===== src/rtl/gmii_eth_rx_stream_dec.sv =====
// GMII/MII receive decoder: strips preamble/SFD and emits a {cke, frm, data} byte stream.
// Optional FRAME_CNT/ERR_CNT statistics outputs are built when GMII_RX_STATS_EN is defined.
module gmii_eth_rx_stream_dec #(
  parameter int PRE_MAX = 15
) (
  input  logic        RXC,
  input  logic        RESET_N,
  input  logic [1:0]  SPEED,
  input  logic [7:0]  RXD,
  input  logic        RXDV,
  input  logic        RXER,
  output logic [9:0]  ETH_RX_STREAM,
  output logic        RX_ERR
`ifdef GMII_RX_STATS_EN
  ,
  output logic [15:0] FRAME_CNT,
  output logic [15:0] ERR_CNT
`endif
);

  localparam int            CW      = (PRE_MAX < 1) ? 1 : $clog2(PRE_MAX + 1);
  localparam logic [CW-1:0] PRE_LIM = CW'(PRE_MAX);

  localparam logic [1:0] S_IDLE     = 2'd0;
  localparam logic [1:0] S_PREAMBLE = 2'd1;
  localparam logic [1:0] S_DATA     = 2'd2;
  localparam logic [1:0] S_DROP     = 2'd3;

  logic [7:0]    r_d;
  logic          r_dv;
  logic          r_er;
  logic [1:0]    r_state;
  logic          r_gig;
  logic [CW-1:0] r_pre_cnt;
  logic [3:0]    r_lo;
  logic          r_half;
  logic          r_err;
  logic [9:0]    r_stream;
  logic          r_rx_err;

  logic [1:0]    w_state_nx;
  logic          w_gig_nx;
  logic [CW-1:0] w_cnt_nx;
  logic [3:0]    w_lo_nx;
  logic          w_half_nx;
  logic          w_err_nx;
  logic [9:0]    w_stream_nx;
  logic          w_rx_err_nx;
  logic          w_spd_on;
  logic          w_spd_gig;
  logic          w_gig;
  logic          w_pre;
  logic          w_sfd;

  assign w_spd_on  = (SPEED == 2'd1) || (SPEED == 2'd2);
  assign w_spd_gig = (SPEED == 2'd2);
  // Live SPEED only matters in IDLE; once a frame starts the latched copy rules.
  assign w_gig     = (r_state == S_IDLE) ? w_spd_gig : r_gig;
  assign w_pre     = w_gig ? (r_d == 8'h55) : (r_d[3:0] == 4'h5);
  assign w_sfd     = w_gig ? (r_d == 8'hD5) : (r_d[3:0] == 4'hD);

  // NOTE: every comb output gets a default first so no path leaves it unassigned (no latch).
  always_comb begin
    w_state_nx  = r_state;
    w_gig_nx    = r_gig;
    w_cnt_nx    = r_pre_cnt;
    w_lo_nx     = r_lo;
    w_half_nx   = r_half;
    w_err_nx    = r_err;
    w_stream_nx = 10'd0;
    w_rx_err_nx = 1'b0;
    case (r_state)
      S_IDLE: begin
        w_cnt_nx  = '0;
        w_half_nx = 1'b0;
        w_err_nx  = 1'b0;
        if (w_spd_on && r_dv) begin
          if (w_sfd) begin
            w_state_nx = S_DATA;
            w_gig_nx   = w_spd_gig;
          end else if (w_pre) begin
            w_state_nx = S_PREAMBLE;
            w_gig_nx   = w_spd_gig;
            w_cnt_nx   = CW'(1);
          end
        end
      end
      S_PREAMBLE: begin
        if (!r_dv) begin
          w_state_nx = S_IDLE;
        end else if (w_sfd) begin
          w_state_nx = S_DATA;
        end else if (w_pre && (r_pre_cnt != PRE_LIM)) begin
          w_cnt_nx = r_pre_cnt + CW'(1);
        end else begin
          w_state_nx = S_DROP;
        end
      end
      S_DATA: begin
        if (!r_dv) begin
          // End strobe; a dangling low nybble at 100M marks the frame bad.
          w_state_nx  = S_IDLE;
          w_stream_nx = 10'b10_0000_0000;
          w_rx_err_nx = r_err | (!r_gig & r_half);
        end else begin
          w_err_nx = r_err | r_er;
          if (r_gig) begin
            w_stream_nx = {2'b11, r_d};
          end else if (r_half) begin
            w_stream_nx = {2'b11, r_d[3:0], r_lo};
            w_half_nx   = 1'b0;
          end else begin
            w_lo_nx   = r_d[3:0];
            w_half_nx = 1'b1;
          end
        end
      end
      S_DROP: begin
        if (!r_dv) w_state_nx = S_IDLE;
      end
      default: w_state_nx = S_IDLE;
    endcase
  end

  // NOTE: sequential state uses non-blocking assignments so all flops update together.
  always_ff @(posedge RXC or negedge RESET_N) begin
    if (!RESET_N) begin
      r_d       <= 8'd0;
      r_dv      <= 1'b0;
      r_er      <= 1'b0;
      r_state   <= S_IDLE;
      r_gig     <= 1'b0;
      r_pre_cnt <= '0;
      r_lo      <= 4'd0;
      r_half    <= 1'b0;
      r_err     <= 1'b0;
      r_stream  <= 10'd0;
      r_rx_err  <= 1'b0;
    end else begin
      r_d       <= RXD;
      r_dv      <= RXDV;
      r_er      <= RXER;
      r_state   <= w_state_nx;
      r_gig     <= w_gig_nx;
      r_pre_cnt <= w_cnt_nx;
      r_lo      <= w_lo_nx;
      r_half    <= w_half_nx;
      r_err     <= w_err_nx;
      r_stream  <= w_stream_nx;
      r_rx_err  <= w_rx_err_nx;
    end
  end

  assign ETH_RX_STREAM = r_stream;
  assign RX_ERR        = r_rx_err;

`ifdef GMII_RX_STATS_EN
  logic [15:0] r_frame_cnt;
  logic [15:0] r_err_cnt;
  logic        w_eof;
  logic        w_to_drop;

  assign w_eof     = (r_state == S_DATA) && !r_dv;
  assign w_to_drop = (r_state != S_DROP) && (w_state_nx == S_DROP);

  always_ff @(posedge RXC or negedge RESET_N) begin
    if (!RESET_N) begin
      r_frame_cnt <= 16'd0;
      r_err_cnt   <= 16'd0;
    end else begin
      if (w_eof) r_frame_cnt <= r_frame_cnt + 16'd1;
      if ((w_eof && w_rx_err_nx) || w_to_drop) r_err_cnt <= r_err_cnt + 16'd1;
    end
  end

  assign FRAME_CNT = r_frame_cnt;
  assign ERR_CNT   = r_err_cnt;
`endif

endmodule

===== config.mk =====
export PLATFORM = sky130hd
export DESIGN_NAME = gmii_eth_rx_stream_dec
export DESIGN_NICKNAME = d
export VERILOG_FILES = /design/src/rtl/gmii_eth_rx_stream_dec.sv
export SDC_FILE = /design/constraint.sdc
export NUM_CORES = 1
export LEC_CHECK = 0
export BUFFER_PORTS_ARGS = -buffer_cell sky130_fd_sc_hd__buf_2
export CAP_MARGIN = 20
export CORE_MARGIN = 2
export CORE_UTILIZATION = 54
export DETAILED_ROUTE_END_ITERATION = 7
export GPL_TIMING_DRIVEN = 0
export MAX_ROUTING_LAYER = met4
export PLACE_DENSITY_LB_ADDON = 0.1
export REMOVE_ABC_BUFFERS = 1
export SLEW_MARGIN = 25
export SYNTH_ARGS = -nofsm -noshare
export SYNTH_HDL_FRONTEND = slang
export SYNTH_SLANG_ARGS = --single-unit

===== constraint.sdc =====
create_clock -name RXC -period 2.1 [get_ports RXC]
set_input_delay 0.21 -clock RXC [delete_from_list [all_inputs] [get_ports RXC]]
set_output_delay 0.21 -clock RXC [all_outputs]
set_load 0.01 [all_outputs]

==> summary.md, run 1 <==
| Metric | Value |
|---|---|
| Fillers | 211 |
| Slew HR | 50.2% |
| IO Port Bufs | 24 |
| Drt initial violations | 37 |
| Clock Tree Root | clkbuf_4 |
| Layout cell share with drive strength beyond 1 | 26.8% |
| Async SR Flop Fraction | 100% |
| Top cells by area, synth | dfrtp_1, nor2_1, mux2_2 |
| Die height | 56.8 um |
| LEAKAGE | 0.839 nW |
| # placed instances | 180 |
| Seq/Total Area, Yosys | 56.5% |
| Total grt overflow | 0 |
| Post-CTS Resized | 0 |
| Core Area | 0.00271 mm2 |
| Prevailing post-synth register cell | dfrtp_1 |
| Critical Path AT | 2100 ps |
| Max H-tree Level | 2 |
| Final period util | 89.3% |
| Final Hold Fails | 0 |
| Clock latency at the later pin of the worst-skew pair | 340 ps |
| HPWL after detailed placement | 1880 um |
| Crit path launch type | register |
| EDFF count, synth | 0 |
| First-pass GRT wire length | 4700 um |
| Postcts setup bufs | 0 |
| Final-report setup violation count | 0 |
| Die ar. | 0.00323 mm2 |
| Drc violations | 0 |
| Vias | 1113 |
| # diodes | 0 |
| Die Span X | 56.8 um |
| Vias in the first global route | 1051 |
| First-pass iteration count of the detailed router | 4 |
| Worst Clk Skew | 8.72 ps |
| Io pins | 25 |
| P per Cell Area | 699 mW/mm2 |
| Num CTS Buffers | 5 |
| CTS tree | yes |
| Post-synthesis cell area | 0.00151 mm2 |
| Mean post-synth cell area | 11.6 um2 |
| Setup crit end kind | register |
| Synthesis-to-layout area growth | 20.0% |
| Max VDD drop | 0.590 mV |
| Number of nets still failing antenna checks after routing | 0 |
| Initial core utilization | 55.5% |
| Syn Inst Count | 130 |
| #FFs+latches synth | 34 |
| Max cap viols | 0 |
| Setup TNS | 0 ps |
| RSZ-0062 raised after global routing | false |
| Drt wl/cell | 14.4 um |
| Maximum clock frequency | 0.533 GHz |
| Final nets | 183 |
| Share of the synthesized area in the top cell type | 56.5% |
| Row cnt | 19 |
| Yosys top cell by area | dfrtp_1 |
| Largest net degree at the start of global routing | 35 |
| Count of pins over their slew limit | 0 |
| Worst-Margin Slew | 748 ps |
| Final std cells w/o fill | 199 |
| GPL Wtd Cong | 0.800 |
| CP required | 2330 ps |
| Min Tclk post-route | 1880 ps |
| Worst-path maximum fanout | 14 |
| Synth unique cells | 40 |
| GRT Total Usage | 20.0% |
| Clock slew at reported path FFs | 100 ps |
| WL final | 2870 um |
| TritonCTS Sinks | 34 |
| Synth warnings | 0 |
| Routed vias/inst | 5.59 |
| Outcome | complete, no violations |
| CTS max path bufs | 2 |
| Hold Path Class | primary input to register |
| Initial antenna violation count | 0 |
| Critical path class | register to register |
## worst paths after layout
| path | end | depth (start not counted) | start | slack, ps |
|---|---|---|---|---|
| hold reg to reg | r_lo[2] | 1 | r_lo[2] | 520 |
| max in group asynchronous | r_state[0] | 2 | RESET_N | 1160 |
| hold / removal | r_gig | 3 | SPEED[1] | 290 |
| setup reg to reg | r_pre_cnt[3] | 4 | r_state[1] | 220 |
| min in group asynchronous | r_lo[1] | 2 | RESET_N | 460 |
| setup / recovery | r_pre_cnt[3] | 4 | r_state[1] | 220 |
## worst max-delay path, stage by stage, from the launching register on
cell and delay, ps:
dfrtp_1 580, nand2b_1 300, a311oi_4 420, a31oi_1 160, a211o_1 290
## registers in the layout, summed over array words and instances, names as in the netlist
signal,count
r_err,1
r_pre_cnt,4
r_half,1
r_gig,1
r_state,2
r_dv,1
r_d,8
r_lo,4
ETH_RX_STREAM,10
RX_ERR,1
r_er,1
## cell usage in the layout (no fill, tap or decap), types with 2 or more instances in the layout
cell type | netlist | routed
a211o_1 | 3 | 3
a21oi_1 | 8 | 8
a22oi_1 | 4 | 4
a31oi_1 | 2 | 2
buf_2 | 1 | 24
clkbuf_4 | 0 | 5
dfrtp_1 | 34 | 34
dlygate4sd3_1 | 0 | 11
ha_1 | 2 | 2
inv_1 | 3 | 3
mux2_2 | 4 | 4
nand2_1 | 11 | 11
nand2b_1 | 3 | 3
nand3_1 | 4 | 4
nand4_1 | 2 | 2
nor2_1 | 20 | 20
o21ai_0 | 3 | 3
## power by group
group	internal, mW	total, mW	switching [mW]
logic	0.0768	0.129	0.0525
registers	0.705	0.753	0.0478
clock network	0.161	0.381	0.220
## synthesized netlist by cell type (all sizes together), types with 3 or more instances
library cell  count
o21ai             3
nand2            11
nand2b            3
inv               3
dfrtp            34
mux2              4
a21oi             8
nor2             20
buf               3
nand3             4
a211o             3
a22oi             4
## logic make-up after synthesis
family,share of synthesized area [%]
adders and majority gates,1.66
AOI/OAI and AO/OA,17.1
muxes,2.99
and+or+nand+nor,18.9
buffers and inverters,2.83
DFF,56.5
## final cells by class
class / count / area, um2 / area share [%]
Sequential cell: 34 / 851 / 47.1
Inverter: 3 / 11.3 / 0.623
Tap cell: 31 / 38.8 / 2.15
Timing Repair Buffer: 35 / 230 / 12.7
Multi-Input combinational cell: 88 / 612 / 33.9
Clock buffer: 6 / 51.3 / 2.84
Clock inverter: 2 / 12.5 / 0.693
## through the flow
step	area, um2	hold slack [ps]	worst slack (ps)	utilization, %	power, mW
2_1_floorplan	1470	-85.6	452	-	0.831
5_1_grt	1810	275	132	66.7	1.33
6_report	1810	288	225	66.7	1.26
3_3_place_gp	1630	295	300	60.2	0.874
4_1_cts	1810	281	234	66.7	1.27
3_5_place_dp	1630	314	256	60.2	0.879
## what timing repair did
item / in CTS / in global routing
endpoints found under the setup margin: 0 / 0
hold buffers: 11 / 0
endpoints found under the hold margin: 44 / 0
## per-layer routing
layer  vias up  global-route usage (%)  routed length [um]
met5         -                       -                   0
met4         0                    7.97                  41
met3         6                    5.53                 108
met2        21                    32.2                1420
met1       547                    23.8                1300
li1        539                       -                   -
Note: power is estimated with default switching activity, not from simulation.
==> run 2, diff against run 1 <==
--- a/config.mk
+++ b/config.mk
@@ -7,6 +7,7 @@
 export LEC_CHECK = 0
 export BUFFER_PORTS_ARGS = -buffer_cell sky130_fd_sc_hd__buf_2
 export CAP_MARGIN = 20
+export CORE_ASPECT_RATIO = 0.9
 export CORE_MARGIN = 2
 export CORE_UTILIZATION = 54
 export DETAILED_ROUTE_END_ITERATION = 7
==> summary.md, run 2 (same netlist as run 1, synthesis figures left out) <==
| Metric | Value |
|---|---|
| Synthesis-to-layout area growth | 21.1% |
| R2R Setup Slk | 260 ps |
| Vias | 1140 |
| Clock Tree Root | clkbuf_4 |
| Critical Path AT | 2060 ps |
| Final Cell Area | 0.00182 mm2 |
| HPWL after detailed placement | 1950 um |
| Commonest non-fill, non-tap cells in the layout | dfrtp_1, buf_2, nor2_1 |
| Initial core utilization | 55.7% |
| Critical path class | register to register |
| # diodes | 0 |
| Layout cell share with drive strength beyond 1 | 26.3% |
| Final Hold Fails | 0 |
| Largest register FFs | 10 |
| CP peak stage delay | 590 ps |
| Crit path launch type | register |
| Count of pins over their slew limit | 0 |
| Die ar. | 0.00323 mm2 |
| GPL Wtd Cong | 0.812 |
| Clock latency at the later pin of the worst-skew pair | 330 ps |
| RSZ-0062 raised after global routing | false |
| Initial antenna violation count | 0 |
| Worst Reg-to-Reg Cells | 4 |
| Most common cell after layout, fill and taps aside | dfrtp_1 |
| Final period util | 87.4% |
| GRT Total Usage | 22.8% |
| Drt initial violations | 34 |
| CTS tree | yes |
| Max H-tree Level | 2 |
| Worst setup path start | r_state[1] |
| WL final | 2970 um |
| Slew HR | 51.2% |
| Crit Reg-Reg Startpoint | r_state[1] |
| IO Port Bufs | 24 |
| Postcts setup bufs | 0 |
| Maximum clock frequency | 0.545 GHz |
| CP required | 2320 ps |
| Routed vias/inst | 5.79 |
| Row cnt | 18 |
| Outcome | complete, no violations |
| R2r endpoint | r_pre_cnt[3] |
| Setup TNS | 0 ps |
| Number of nets still failing antenna checks after routing | 0 |
| Largest net degree at the start of global routing | 35 |
| Hold Path Class | primary input to register |
| Max cap viols | 0 |
| Setup crit end kind | register |
| P per Cell Area | 752 mW/mm2 |
| Drc violations | 0 |
| Final-report setup violation count | 0 |
| Setup crit end | r_pre_cnt[3] |
| Worst Clk Skew | 8.64 ps |
| Die Span X | 59.7 um |
| Num CTS Buffers | 5 |
| LEAKAGE | 0.849 nW |
| Drt wl/cell | 15.1 um |
| Die height | 54.1 um |
| Min Hold Slack | 278 ps |
| CP max stage cell | dfrtp_1 |
| Core Area | 0.00270 mm2 |
| Io pins | 25 |
| Fin util | 67.5% |
| TritonCTS Sinks | 34 |
| Max VDD drop | 0.464 mV |
| Total grt overflow | 0 |
| Dpl cell area | 0.00163 mm2 |
| Min Tclk post-route | 1840 ps |
| Worst-path maximum fanout | 14 |
| Final nets | 183 |
| First-pass GRT wire length | 4950 um |
| CTS max path bufs | 2 |
| First-pass iteration count of the detailed router | 4 |
| Worst-Margin Slew | 732 ps |
| CP Cell Sequence | nand2b_1, a311oi_4, a31oi_1, a211o_1 |
| Clock slew at reported path FFs | 100 ps |
| Vias in the first global route | 1110 |
==> run 2: stage by stage <==
step	cells	total power [mW]	worst slack (ps)
after floorplan	125	0.831	452
after global placement	179	0.874	322
after detailed placement	179	0.886	290
after CTS	197	1.38	282
after global routing	197	1.43	132
final	197	1.37	265
==> run 2: how the worst min path moves through the flow <==
stage | startpoint | end | slack (ps) | cells past startpoint
after floorplan | RESET_N | ETH_RX_STREAM[0] | -90 | 0
after global placement | RESET_N | ETH_RX_STREAM[6] | 300 | 1
after detailed placement | RESET_N | ETH_RX_STREAM[5] | 310 | 1
after CTS | SPEED[1] | r_gig | 270 | 3
after global routing | SPEED[1] | r_gig | 300 | 3
final | SPEED[1] | r_gig | 280 | 3
==> run 2: worst max-delay path: cells and delay by family (launching register included) <==
family          cells  cell delay, ps
compound gates      3             820
flops               1             590
simple gates        1             310
==> run 2: where the power goes <==
part	internal [mW]	switching [mW]	leakage, nW	total (mW)
Sequential	0.705	0.0493	0.444	0.754
Combinational	0.0772	0.0561	0.361	0.133
Clock	0.277	0.207	0.0443	0.484
Total	1.06	0.312	0.849	1.37
==> run 2: metal layers <==
layer  vias up  track usage [%]  wire (um)  part of all wire (%)
met1       553             25.6       1310                    44
li1        545                -          -                     -
met4         0             12.2         40                   1.3
met2        38             36.6       1470                    49
met5         -                -          0                     0
met3         4             7.21        153                   5.1
==> run 2: what timing repair did <==
action                                 4_1_cts  5_1_grt
gates resized for setup                      0        0
endpoints found under the hold margin       44        0
hold buffers                                11        0
==> run 2: cell type report <==
class	instances	area, um2
inverter	3	11.3
tap	30	37.5
timing repair buffer	35	230
multi-input combinational	88	612
clock inverter	1	30.0
sequential	34	851
fill	207	880
clock buffer	6	51.3
==> run 3, diff against run 2 <==
--- a/config.mk
+++ b/config.mk
@@ -5,11 +5,12 @@
 export SDC_FILE = /design/constraint.sdc
 export NUM_CORES = 1
 export LEC_CHECK = 0
+export ABC_AREA = 1
 export BUFFER_PORTS_ARGS = -buffer_cell sky130_fd_sc_hd__buf_2
 export CAP_MARGIN = 20
 export CORE_ASPECT_RATIO = 0.9
 export CORE_MARGIN = 2
-export CORE_UTILIZATION = 54
+export CORE_UTILIZATION = 53
 export DETAILED_ROUTE_END_ITERATION = 7
 export GPL_TIMING_DRIVEN = 0
 export MAX_ROUTING_LAYER = met4
==> summary.md, run 3 <==
| Metric | Value |
|---|---|
| Core Area | 0.00247 mm2 |
| Layout cell share with drive strength beyond 1 | 22.2% |
| Mean post-synth cell area | 9.76 um2 |
| Initial antenna violation count | 0 |
| Async SR Flop Fraction | 100% |
| WL final | 2540 um |
| Multi-input gate area in the final layout | 492 um2 |
| GPL Wtd Cong | 0.849 |
| CTS max path bufs | 2 |
| Min Tclk post-route | 1510 ps |
| Drt wl/cell | 11.9 um |
| Final nets | 200 |
| Die height | 52.7 um |
| Largest net degree at the start of global routing | 35 |
| Io pins | 25 |
| Total power | 1.80 mW |
| LEAKAGE | 0.912 nW |
| Synthesis-to-layout area growth | 24.1% |
| Critical Path AT | 1730 ps |
| Yosys top cell by area | dfrtp_1 |
| Seq/Total Area, Yosys | 61.0% |
| Commonest non-fill, non-tap cells in the layout | nand2_1, dfrtp_1, buf_2 |
| Largest register FFs | 10 |
| Total grt overflow | 0 |
| Maximum clock frequency | 0.663 GHz |
| Setup crit end kind | register |
| Number of nets still failing antenna checks after routing | 0 |
| EDFF count, synth | 0 |
| GRT Total Usage | 20.5% |
| TritonCTS Sinks | 34 |
| Synth unique cells | 23 |
| Clock slew at reported path FFs | 100 ps |
| Row cnt | 17 |
| Postcts setup bufs | 0 |
| Seq. cell area | 851 um2 |
| Die ar. | 0.00306 mm2 |
| Drc violations | 0 |
| Final-report setup violation count | 0 |
| Setup TNS | 0 ps |
| Cts hold-fix bufs | 11 |
| CP required | 2320 ps |
| Drt initial violations | 46 |
| Max H-tree Level | 2 |
| CTS tree | yes |
| Hold Path Class | primary input to register |
| Slew HR | 52.5% |
| Worst-Margin Slew | 712 ps |
| Count of pins over their slew limit | 0 |
| Most common cell after layout, fill and taps aside | nand2_1 |
| Clock latency at the later pin of the worst-skew pair | 330 ps |
| Worst Clk Skew | 10.2 ps |
| Share of the synthesized area in the top cell type | 61.0% |
| IO Port Bufs | 24 |
| First-pass iteration count of the detailed router | 4 |
| Post-CTS Resized | 0 |
| P per Cell Area | 1040 mW/mm2 |
| Cell with the most instances after synthesis | nand2_1 |
| Max cap viols | 0 |
| Top cells by area, synth | dfrtp_1, nand2_1, nor2_1 |
| #FFs+latches synth | 34 |
| Max VDD drop | 0.953 mV |
| Prevailing post-synth register cell | dfrtp_1 |
| Fillers | 197 |
| Syn Inst Count | 143 |
| Outcome | complete, no violations |
| Clock Tree Root | clkbuf_4 |
| Routed vias/inst | 5.22 |
| First-pass GRT wire length | 4400 um |
| Post-synth top cells | nand2_1, dfrtp_1, nor2_1 |
| RSZ-0062 raised after global routing | false |
| Vias | 1112 |
| HPWL after detailed placement | 1770 um |
| # diodes | 0 |
| Initial core utilization | 56.5% |
| Final Hold Fails | 0 |
| Fin util | 70.2% |
| Vias in the first global route | 996 |
| Worst-path maximum fanout | 5 |
| Post-synthesis cell area | 0.00140 mm2 |
| Critical path class | register to register |
| Num CTS Buffers | 5 |
| Crit path launch type | register |
| Synth warnings | 0 |
| Final period util | 71.9% |
| Die Span X | 58.1 um |
## run 3: changes by cell type in the layout (fill, tap and decap cells not counted), moves of 3 or more
cell | before | now
nand2b_1 | 3 | 0
nand2_2 | 0 | 5
a21oi_1 | 8 | 2
inv_1 | 3 | 10
nand2_1 | 11 | 36
a211o_1 | 3 | 0
a22oi_1 | 4 | 8
## run 3: final timing paths
| path | startpoint | to | slack [ps] | depth (start not counted) |
|---|---|---|---|---|
| hold / removal | SPEED[1] | r_gig | 350 | 6 |
| max in group asynchronous | RESET_N | ETH_RX_STREAM[1] | 1180 | 2 |
| setup reg to reg | r_state[0] | r_state[1] | 590 | 10 |
| min in group asynchronous | RESET_N | ETH_RX_STREAM[6] | 470 | 2 |
| hold reg to reg | r_lo[3] | r_lo[3] | 500 | 2 |
| setup / recovery | r_state[0] | r_state[1] | 590 | 10 |
## run 3: per-layer routing
metal  track usage, %  wire (um)  vias to the layer above
li1                 -          -                      555
met1             25.3       1160                      511
met2             30.7       1180                       40
met3             6.42        167                        6
met4             10.1         34                        0
met5                -          0                        -
## run 3: logic make-up (layout without fill, tap and decap cells)
group | count (synthesis) | after routing | synth area share, %
DFF | 34 | 34 | 61.0
xor gates and xnor gates | 1 | 1 | 0.628
muxes | 2 | 2 | 1.61
AOI/OAI and AO/OA | 20 | 20 | 9.69
and+or+nand+nor | 70 | 70 | 21.5
adders and majority gates | 2 | 2 | 1.79
buffers and inverters | 14 | 56 | 3.77
## run 3: worst max-delay path: stages (launching register included)
cell	delay, ps
dfrtp_1	450
nor2_1	210
nand2_1	110
nand2_2	100
nand2_1	80
nand2_1	90
nand2_1	50
nand2_1	70
nand2_1	80
nand3_1	90
nand2_1	60
## run 3: layout make-up
type	instances	share of cell area, %
Clock buffer	7	2.60
Inverter	13	2.82
Clock inverter	1	1.73
Sequential cell	34	49.1
Timing Repair Buffer	35	13.3
Multi-Input combinational cell	95	28.4
Tap cell	28	2.02
## run 3: stage by stage
stage / hold WS [ps] / setup WS, ps / std cells / cell area [um2]
6_report: 351 / 591 / 213 / 1730
5_1_grt: 392 / 496 / 213 / 1730
4_1_cts: 339 / 625 / 213 / 1730
3_5_place_dp: 303 / 646 / 194 / 1550
3_3_place_gp: 287 / 681 / 194 / 1550
2_1_floorplan: -85.6 / 828 / 142 / 1390
## run 3: power breakdown
| group | switching (mW) | total [mW] | leakage [nW] | internal (mW) |
|---|---|---|---|---|
| Sequential | 0.100 | 0.856 | 0.440 | 0.756 |
| Clock | 0.200 | 0.453 | 0.0395 | 0.253 |
| Combinational | 0.294 | 0.495 | 0.432 | 0.201 |
